## src/rtl/sram_controller.sv

```systemverilog
// sram_controller: splits one 32-bit load/store into two 16-bit accesses on
// an asynchronous SRAM. The pipeline is stalled by holding ready low until the
// whole word has completed.
module sram_controller #(
  parameter int unsigned BASE_ADDR     = 1024,
  parameter int unsigned ACCESS_CYCLES = 3
) (
  input  logic        clk,
  input  logic        rst_n,
  input  logic        rd_en,
  input  logic        wr_en,
  input  logic [31:0] address,
  input  logic [31:0] write_data,
  output logic [31:0] read_data,
  output logic        ready,
  output logic [17:0] sram_addr,
  output logic [15:0] sram_dq_out,
  output logic        sram_dq_oe,
  input  logic [15:0] sram_dq_in,
  output logic        sram_we_n,
  output logic        sram_oe_n
);

  localparam int unsigned CW = $clog2(ACCESS_CYCLES + 1);
  localparam logic [CW-1:0] LAST = CW'(ACCESS_CYCLES - 1);

  typedef enum logic [1:0] {IDLE, LOW, HIGH, DONE} state_t;

  state_t        state;
  logic [CW-1:0] cnt;
  logic [CW-1:0] cnt_inc;
  logic [16:0]   word_q;
  logic [31:0]   data_q;
  logic          op_wr;
  logic [31:0]   offset;
  logic          req;
  logic          req_wr;
  logic          unused_offset_bits;

  // Byte address relative to the SRAM window; only the word index is used.
  assign offset             = address - BASE_ADDR;
  assign unused_offset_bits = ^{offset[31:19], offset[1:0]};
  assign cnt_inc            = cnt + CW'(1);
  assign req                = rd_en | wr_en;
  // A simultaneous read and write request is treated as a read.
  assign req_wr             = wr_en & ~rd_en;

  // Stall the pipeline except when idle without a request or finishing a word.
  assign ready = (state == DONE) || ((state == IDLE) && !req);

  // Access sequencer; pins are registered with the values of the state being entered.
  always_ff @(posedge clk or negedge rst_n) begin
    if (!rst_n) begin
      state       <= IDLE;
      cnt         <= '0;
      word_q      <= '0;
      data_q      <= '0;
      op_wr       <= 1'b0;
      read_data   <= '0;
      sram_addr   <= '0;
      sram_dq_out <= '0;
      sram_dq_oe  <= 1'b0;
      sram_we_n   <= 1'b1;
      sram_oe_n   <= 1'b1;
    end else begin
      case (state)
        IDLE: begin
          if (req) begin
            state      <= LOW;
            cnt        <= '0;
            word_q     <= offset[18:2];
            data_q     <= write_data;
            op_wr      <= req_wr;
            sram_addr  <= {offset[18:2], 1'b0};
            if (req_wr) sram_dq_out <= write_data[15:0];
            sram_dq_oe <= req_wr;
            sram_we_n  <= ~req_wr;
            sram_oe_n  <= req_wr;
          end
        end
        LOW: begin
          if (cnt == LAST) begin
            state     <= HIGH;
            cnt       <= '0;
            sram_addr <= {word_q, 1'b1};
            if (op_wr) sram_dq_out <= data_q[31:16];
            sram_we_n <= ~op_wr;
            if (!op_wr) read_data[15:0] <= sram_dq_in;
          end else begin
            cnt       <= cnt_inc;
            // Release the strobe one cycle early so data/address outlast it.
            sram_we_n <= ~(op_wr && (cnt_inc != LAST));
          end
        end
        HIGH: begin
          if (cnt == LAST) begin
            state      <= DONE;
            cnt        <= '0;
            sram_we_n  <= 1'b1;
            sram_oe_n  <= 1'b1;
            sram_dq_oe <= 1'b0;
            if (!op_wr) read_data[31:16] <= sram_dq_in;
          end else begin
            cnt       <= cnt_inc;
            sram_we_n <= ~(op_wr && (cnt_inc != LAST));
          end
        end
        DONE: begin
          state <= IDLE;
        end
        default: begin
          state <= IDLE;
        end
      endcase
    end
  end

endmodule
```

## config.mk

```make
export PLATFORM = sky130hd
export DESIGN_NAME = sram_controller
export DESIGN_NICKNAME = d
export VERILOG_FILES = /design/src/rtl/sram_controller.sv
export SDC_FILE = /design/constraint.sdc
export NUM_CORES = 1
export LEC_CHECK = 0
export BUFFER_PORTS_ARGS = -buffer_cell sky130_fd_sc_hd__buf_4
export CAP_MARGIN = 20
export CELL_PAD_IN_SITES_DETAIL_PLACEMENT = 1
export CELL_PAD_IN_SITES_GLOBAL_PLACEMENT = 2
export CORE_AREA = 2 2 99 149
export DETAILED_ROUTE_END_ITERATION = 7
export DIE_AREA = 0 0 101 151
export GPL_TIMING_DRIVEN = 0
export PLACE_DENSITY_LB_ADDON = 0.1
export SYNTH_ARGS = -nofsm -noshare
export SYNTH_HDL_FRONTEND = slang
export SYNTH_SLANG_ARGS = --single-unit
```

## constraint.sdc

```tcl
create_clock -name clk -period 6.5 [get_ports clk]
set_clock_uncertainty 0.2 [all_clocks]
set_input_delay 1.3 -clock clk [delete_from_list [all_inputs] [get_ports clk]]
set_output_delay 1.3 -clock clk [all_outputs]
set_load 0.005 [all_outputs]
```

==> results_dict.tcl, run 1 <==
set metrics [dict create \
    outcome "complete, no violations" \
    grtUsageMet1_pct 17.7 \
    cellPowerDensity_nw_per_um2 505 \
    via_per_inst 4.94 \
    cts_made_buffers 9 \
    post_cts_buffers 0 \
    slew_violations 0 \
    max_stage_delay_ns 0.41 \
    synth_xor_area_share_pct 1.28 \
    finalCritPeriodShare_pct 55.3 \
    p_leak_uw 0.00303 \
    dp_hpwl_um 8880 \
    worstPathCellList "buf_4 -> or3b_4 -> nand2b_1 -> buf_4" \
    synth_cell_types 44 \
    drc 0 \
    fp.dieH_um 151 \
    synth-main-ff-cell "dfrtp_1" \
    use_met3_pct 3.60 \
    maxCapViolations 0 \
    synth_top_family_by_area "multiplexers" \
    hold_violations 0 \
    fmax_mhz 278 \
    synth-seq-area-share_pct 56.0 \
    setup.worst_path.end_class "primary output" \
    r2r-end "read_data[10]" \
    synthAdderAreaFrac_pct 1.57 \
    ys_seq_elements 107 \
    grt_first_pass_wirelength_um 19500 \
    synth_edf_count 0 \
    rsz0062_at_grt "false" \
    wl_per_cell_um 17.6 \
    cts_num_sinks 107 \
    antenna_cells 0 \
    first_global_vias 3861 \
    nets 598 \
    worst_slew_pin_slew_ns 0.593 \
    crit_path_start "wr_en" \
    syn-num-nets 449 \
    peakVddDrop_mv 0.240 \
    post_cts_resized 0 \
    synth_cells 359 \
    final_antenna_net_count 0 \
    drive_gt1_share_pct 53.4 \
    r2r_start "state[1]" \
    drt-total-wl_um 11900 \
    cts_tree "yes" \
    gp_congestion 0.768 \
    placed_cells 662 \
    grt_overflow 0 \
    hp-class "reg -> reg" \
    dr.pass1.iters 4 \
    avgSynthCellArea_um2 13.3 \
    slowest_stage "or3b_4" \
    required_ns 5.00 \
    cp-start-kind "input port" \
    die_w_um 101 \
    vias 3352 \
    grt_max_degree 66 \
    finalSetupViolCount 0 \
    r2r_cells 6 \
    post-place-ws_ns 2.91 \
    crit_end "ready" \
    core_um2 13900 \
    yosysWarnings 0 \
    grt_busiest_layer "met2" \
    cp_data_arrival_time_ns 2.10 \
    htreeDepth 3 \
    critPathKind "in -> out" \
    synth_mux_area_share_pct 24.5 \
    post-route-min-period_ns 3.60 \
    row_count 53 \
    port_buffers 137 \
    antenna_found_initial 0 \
    cp_common_cell "buf_4" \
    syn_to_final_growth_pct 33.4 \
    fin_cells 678 \
    reg2reg_setup_slack_ns 4.13 \
    cts_hold_buf 0 \
    synth-compound-area-share_pct 6.62 \
    setup_tns_ns 0 \
    start_util_pct 34.4 \
    dieArea_um2 15300 \
    final_cell_mix "buf_4 (138), dfrtp_1 (105), mux2_2 (82), nand2_1 (33), o21ai_0 (26)" \
    use_met2_pct 31.6 \
    drt_iter0_drc 65 \
    netlist_area_um2 4780 \
    root_buffer "clkbuf_16" \
    io_pins 154 \
    fin_ws_ns 2.90 \
    cp_max_fo 6 \
    relSlewSlack_pct 60.5 \
    path_clk_slew_ns 0.07 \
    async_flop_share_pct 100 \
    grt_usage_pct 16.4 \
    insertion_delay_ns 0.34 \
    clockBufferDepth 2 \
    synth_simple_gate_area_share_pct 6.75 \
    final_common_cell "buf_4" \
]
logic make-up (layout without fill, tap and decap cells):
logic type | after synthesis | after routing
AOI/OAI and AO/OA | 49 | 49
xor gates and xnor gates | 7 | 7
adders and majority gates | 6 | 6
buffers and inverters | 26 | 180
DFF | 107 | 107
muxes | 102 | 102
and+or+nand+nor | 62 | 62
cell usage after synthesis (2+ instances only):
master      n  area share, %
a21oi_1     6           0.63
o211ai_1    4           0.63
dfstp_2     2            1.1
inv_1       8           0.63
xnor2_1     4           0.73
ha_1        6            1.6
nor3b_1     3           0.47
dfrtp_1   105             55
buf_6       4           0.94
nand2_1    33            2.6
o21ai_2     2           0.37
mux2_4     10            3.1
o21ai_0    26            2.7
nor2_1      4           0.31
nand3_1     5           0.52
buf_2      10            1.0
nand2b_1    5           0.65
mux2_2     82             19
mux2i_1    10            2.1
xor2_1      3           0.55
nor4_1      2           0.26
nor3_1      3           0.31
worst min-delay path by stage:
stage	from	end	slack, ns	cells after the start
after floorplan	word_q[8]	word_q[8]	0.25	2
after global placement	sram_we_n	sram_we_n	0.26	2
after detailed placement	sram_we_n	sram_we_n	0.26	2
after CTS	sram_we_n	sram_we_n	0.27	2
after global routing	sram_we_n	sram_we_n	0.31	2
final	sram_we_n	sram_we_n	0.27	2
sequential cells by signal, indices dropped and copies added (netlist names):
register,count
cnt,2
data_q,16
op_wr,1
read_data,32
sram_addr,18
sram_dq_oe,1
sram_dq_out,16
sram_oe_n,1
sram_we_n,1
state,2
word_q,17
stage by stage:
| step | cell area [um2] | utilization, % | hold WS (ns) | power, uW |
|---|---|---|---|---|
| after global routing | 6380 | 45.8 | 0.307 | 3460 |
| after floorplan | 4780 | - | 0.250 | 2030 |
| after global placement | 6020 | 43.2 | 0.256 | 2600 |
| final | 6380 | 45.8 | 0.271 | 3220 |
| after detailed placement | 6050 | 43.4 | 0.258 | 2670 |
| after CTS | 6380 | 45.8 | 0.269 | 3290 |
metal layers:
| metal | up-vias | routed length (um) | share of wire, % |
|---|---|---|---|
| li1 | 1546 | - | - |
| met1 | 1715 | 4550 | 38 |
| met2 | 82 | 6680 | 56 |
| met3 | 9 | 553 | 4.6 |
| met4 | 0 | 117 | 0.98 |
| met5 | - | 0 | 0 |
layout make-up:
| class | instances | area, um2 |
|---|---|---|
| sequential | 107 | 2680 |
| buffer | 17 | 121 |
| clock buffer | 10 | 239 |
| multi-input combinational | 226 | 1950 |
| timing repair buffer | 138 | 1060 |
| clock inverter | 6 | 97.6 |
| tap | 165 | 206 |
| inverter | 9 | 33.8 |
| fill | 1515 | 7540 |
power breakdown:
group,internal (uW),switching [uW]
clock network,353,255
registers,1010,189
logic,814,603
critical path, delay by kind of cell:
kind,cells,cell delay [ns]
buffers and inverters,2,0.27
AND/OR/NAND/NOR,2,0.53
(Power assumes the default switching activity.)
==> inputs of run 2 (changes only) <==
--- a/config.mk
+++ b/config.mk
@@ -9,9 +9,9 @@
 export CAP_MARGIN = 20
 export CELL_PAD_IN_SITES_DETAIL_PLACEMENT = 1
 export CELL_PAD_IN_SITES_GLOBAL_PLACEMENT = 2
-export CORE_AREA = 2 2 99 149
+export CORE_AREA = 2 2 107 160
 export DETAILED_ROUTE_END_ITERATION = 7
-export DIE_AREA = 0 0 101 151
+export DIE_AREA = 0 0 109 162
 export GPL_TIMING_DRIVEN = 0
 export PLACE_DENSITY_LB_ADDON = 0.1
 export SYNTH_ARGS = -nofsm -noshare
==> constraint.sdc (replaced) <==
create_clock -name clk -period 2.9 [get_ports clk]
set_clock_uncertainty 0.2 [all_clocks]
set_input_delay 0.58 -clock clk [delete_from_list [all_inputs] [get_ports clk]]
set_output_delay 0.58 -clock clk [all_outputs]
set_load 0.005 [all_outputs]
==> run 2 against run 1 <==
Effect of this change:
- clock power is 110% higher
- critical path depth is 1 higher
- first-iteration DRC count is 22% lower
- register-to-register slack worse by 3.6 ns
- largest cell class unchanged
- power is 120% higher
- count of clock-buffer cells in the layout stayed put
- sequential cell count stayed put
- sequential share of layout area is 0.090 points lower
- non-clock buffer count stayed put
- sequential power is 130% higher
==> results_dict.tcl, run 2 (same netlist as run 1, synthesis figures left out) <==
set metrics [dict create \
    grt_overflow 0 \
    finalCritPeriodShare_pct 85.3 \
    final_antenna_net_count 0 \
    fp.dieH_um 162 \
    p_seq_share_pct 38.0 \
    nets 598 \
    antenna_found_initial 0 \
    post_cts_buffers 0 \
    required_ns 2.12 \
    largest_register "read_data" \
    setup.worst_path.end_class "primary output" \
    wl_per_cell_um 16.7 \
    insertion_delay_ns 0.35 \
    cts_hold_buf 0 \
    htreeDepth 3 \
    p_comb_share_pct 44.3 \
    post_cts_resized 0 \
    relSlewSlack_pct 45.8 \
    whs_ns 0.100 \
    gp_congestion 0.707 \
    die_w_um 109 \
    grt_usage_pct 14.1 \
    outcome "complete, no violations" \
    power.switching_uw 2330 \
    maxCapViolations 0 \
    row_count 57 \
    crit_path_start "state[0]" \
    largest_register_ffs 32 \
    drive_gt1_share_pct 53.2 \
    hp-class "in -> async" \
    drc 0 \
    final_common_cell "buf_4" \
    slew_violations 0 \
    first_global_vias 3735 \
    grt_first_pass_wirelength_um 19300 \
    io_pins 154 \
    rsz0062_at_grt "false" \
    drt-total-wl_um 12000 \
    hold_violations 0 \
    dp_hpwl_um 9040 \
    cp_max_fo 5 \
    cts_tree "yes" \
    cts_num_sinks 107 \
    grt_max_degree 61 \
    syn_to_final_growth_pct 33.7 \
    worst_slew_pin_slew_ns 0.813 \
    cp-start-kind "flip-flop" \
    pwr-share-clk_pct 17.7 \
    finalSetupViolCount 0 \
    r2r_start "state[1]" \
    cts_made_buffers 9 \
    fin_area_um2 6400 \
    swShare_pct 32.8 \
    p_leak_uw 0.00301 \
    fmax_mhz 404 \
    drt_iter0_drc 51 \
    via_per_inst 4.66 \
    post-route-min-period_ns 2.47 \
    clockBufferDepth 2 \
    critPathKind "reg -> out" \
    core_um2 16200 \
    vias 3349 \
    start_util_pct 29.6 \
    antenna_cells 0 \
    cellPowerDensity_nw_per_um2 1110 \
    setup_tns_ns 0 \
    port_buffers 137 \
    p_int_uw 4770 \
    reg_top3 "read_data (32), sram_addr (18), word_q (17)" \
    path_clk_slew_ns 0.08 \
    final_cell_mix "buf_4 (138), dfrtp_1 (105), mux2_2 (82), nand2_1 (33), o21ai_0 (26)" \
    dr.pass1.iters 4 \
    cp_data_arrival_time_ns 1.69 \
    fillers 1732 \
    root_buffer "clkbuf_16" \
    peakVddDrop_mv 0.388 \
    dieArea_um2 17700 \
    placed_cell_area_um2 6100 \
]
run 2: changes by cell type in the layout (fill, tap and decap cells not counted), sizes merged:
cell    change
bufinv      -1
clkinv      -1
inv         +2
run 2: final timing paths:
check	end	slack [ns]	cells after the start
max reg2reg	data_q[31]	0.52	6
max in group asynchronous	sram_we_n	1.63	2
min reg2reg	sram_we_n	0.27	2
min	read_data[16]	0.1	1
min in group clk	op_wr	0.24	2
max	ready	0.43	5
run 2: stage by stage:
step	cells	util (%)	total power, uW	setup slack [ns]
floorplan	359	-	4550	0.863
global placement	702	37.5	5850	0.519
detailed placement	703	37.7	5990	0.454
CTS	719	39.5	7270	0.385
global route	719	39.5	7670	0.319
finish	719	39.5	7100	0.426
run 2: cell type report:
cell class                 instances  area (um2)  share of cell area (%)
multi-input combinational        226        1950                    30.5
inverter                           9        33.8                   0.528
buffer                            17         121                    1.90
tap                              206         258                    4.03
clock inverter                     6        70.1                    1.10
clock buffer                      10         229                    3.58
sequential                       107        2680                    41.9
timing repair buffer             138        1060                    16.5
run 2: worst max-delay path: stages (launching register included):
cell,delay (ns)
dfrtp_1,0.40
inv_1,0.13
ha_1,0.17
or3b_4,0.42
nand2b_1,0.11
buf_4,0.12
run 2: power by group through the flow:
stage	sequential (uW)	combinational [uW]	clock, uW
floorplan	2670	1880	0
global placement	2700	3150	0
detailed placement	2740	3250	0
CTS	2720	3250	1310
global route	2810	3490	1360
finish	2700	3150	1250
run 2: metal layers:
layer  part of all wire (%)  global-route usage (%)  vias to the layer above
li1                       -                       -                     1554
met1                     39                    16.1                     1693
met2                     54                    25.7                       90
met3                    5.4                    2.93                       12
met4                    1.3                    4.55                        0
met5                      0                       0                        -
==> inputs of run 3 (changes only) <==
==> constraint.sdc (replaced) <==
create_clock -name clk -period 2.9 [get_ports clk]
set_clock_uncertainty 0.2 [all_clocks]
set_input_delay 0.29 -clock clk [delete_from_list [all_inputs] [get_ports clk]]
set_output_delay 0.29 -clock clk [all_outputs]
set_load 0.005 [all_outputs]
==> run 3 against run 2 <==
Effect of this change:
- worst hold slack got worse by 0.032 ns
- routed wire length grew 2.7%
- via count grew 4.8%
- final cell count is 6.0% higher
- non-clock buffer count is 43 higher
- global-route usage is 0.48 points higher
- count of clock-buffer cells in the layout stayed put
- critical path depth grew 1
- sequential cell count stayed put
- first-iteration DRC count shrank 2.0%
- core utilization increased by 2.7 points
- largest power group unchanged
- sequential share of layout area fell by 2.6 points
==> results_dict.tcl, run 3 (same netlist as run 1, synthesis figures left out) <==
set metrics [dict create \
    outcome "complete, no violations" \
    syn_to_final_growth_pct 42.7 \
    wl_per_cell_um 16.2 \
    peakVddDrop_mv 0.392 \
    hold_depth 3 \
    hp-class "in -> reg" \
    min_from "address[18]" \
    core_um2 16200 \
    required_ns 2.93 \
    cp-start-kind "flip-flop" \
    final_common_cell "buf_4" \
    cp_max_fo 10 \
    port_buffers 137 \
    grt_max_degree 61 \
    start_util_pct 29.6 \
    utilization_pct 42.2 \
    cts_made_buffers 9 \
    vias 3511 \
    gp_congestion 0.707 \
    via_per_inst 4.61 \
    critPathKind "reg -> reg" \
    finalSetupViolCount 0 \
    fmax_mhz 421 \
    post-place-ws_ns 0.454 \
    antenna_cells 0 \
    drt_iter0_drc 50 \
    path_clk_slew_ns 0.07 \
    antenna_found_initial 0 \
    r2r_start "state[1]" \
    insertion_delay_ns 0.35 \
    final_antenna_net_count 0 \
    slew_violations 0 \
    grt_overflow 0 \
    fin_area_um2 6830 \
    whs_ns 0.0683 \
    first_global_vias 3920 \
    reg_top3 "read_data (32), sram_addr (18), word_q (17)" \
    r2r-end "data_q[31]" \
    cellPowerDensity_nw_per_um2 1050 \
    worst_slew_pin_slew_ns 0.816 \
    cts_tree "yes" \
    drc 0 \
    cts_num_sinks 107 \
    setup.worst_path.end_class "flip-flop" \
    rsz0062_at_grt "false" \
    worstHoldEndpoint "word_q[16]" \
    largest_register "read_data" \
    post_cts_resized 0 \
    cp_data_arrival_time_ns 2.40 \
    grt_first_pass_wirelength_um 20100 \
    fillers 1724 \
    relSlewSlack_pct 45.6 \
    htreeDepth 3 \
    fin_ws_ns 0.523 \
    post-route-min-period_ns 2.38 \
    r2r_cells 6 \
    finalCritPeriodShare_pct 82.0 \
    nets 641 \
    p_leak_uw 0.00319 \
    regArea_um2 2680 \
    maxCapViolations 0 \
    placed_cell_area_um2 6100 \
    setup_tns_ns 0 \
    drive_gt1_share_pct 49.1 \
    die_w_um 109 \
    dieArea_um2 17700 \
    clockBufferDepth 2 \
    dr.pass1.iters 4 \
    multi_input_area_um2 1950 \
    fp.dieH_um 162 \
    hold_violations 0 \
    largest_register_ffs 32 \
    io_pins 154 \
    reg2reg_setup_slack_ns 0.52 \
    root_buffer "clkbuf_16" \
    final_cell_mix "buf_4 (138), dfrtp_1 (105), mux2_2 (82), dlygate4sd3_1 (43), nand2_1 (33)" \
    drt-total-wl_um 12300 \
    dp_hpwl_um 9040 \
    row_count 57 \
    grt_usage_pct 14.6 \
]
-- run 3: cell types whose count changed in the layout (fill, tap and decap cells not counted) --
cell / delta
dlygate4sd3_1: +43
-- run 3: report_power, final --
part | internal, uW | leakage (uW) | switching [uW]
clock | 681 | 0.000148 | 574
sequential | 2260 | 0.00131 | 435
combinational | 1860 | 0.00174 | 1340
total | 4810 | 0.00319 | 2350
-- run 3: layout make-up --
class / count / share of cell area, %
inverters: 9 / 0.495
plain buffers: 17 / 1.78
repair buffers: 181 / 21.8
clock buffers: 10 / 3.35
clock inverters: 6 / 1.03
multi-input cells: 226 / 28.6
well taps: 206 / 3.77
flip-flops and latches: 107 / 39.3
-- run 3: critical path: stages, from the launching register on --
cell and delay (ns):
dfrtp_1 0.41, inv_1 0.10, ha_1 0.19, buf_2 0.19, o21ai_1 0.38, buf_2 0.40
mux2_2 0.38
-- run 3: worst max-delay path by stage --
stage | cells past startpoint | startpoint | slack (ns) | to
after floorplan | 6 | state[1] | 0.86 | read_data[10]
after global routing | 6 | state[1] | 0.37 | read_data[4]
after detailed placement | 6 | state[0] | 0.45 | data_q[31]
after global placement | 6 | state[0] | 0.52 | data_q[20]
final | 6 | state[1] | 0.52 | data_q[31]
after CTS | 6 | state[0] | 0.48 | data_q[31]
-- run 3: metal layers --
layer / vias to the layer above / track usage, % / share of wire [%]
met5: - / 0 / 0
met4: 0 / 4.55 / 1.3
met3: 12 / 2.69 / 4.8
met2: 90 / 27.2 / 55
met1: 1766 / 16.4 / 39
li1: 1643 / - / -
-- run 3: through the flow --
step | total power, uW | std cells
after floorplan | 4550 | 359
after global placement | 5850 | 702
after detailed placement | 5990 | 703
after CTS | 7320 | 762
after global routing | 7720 | 762
final | 7150 | 762
-- run 3: what timing repair did --
item                                   4_1_cts  5_1_grt
setup buffers                                0        0
hold buffers                                43        0
endpoints found under the hold margin      117        0
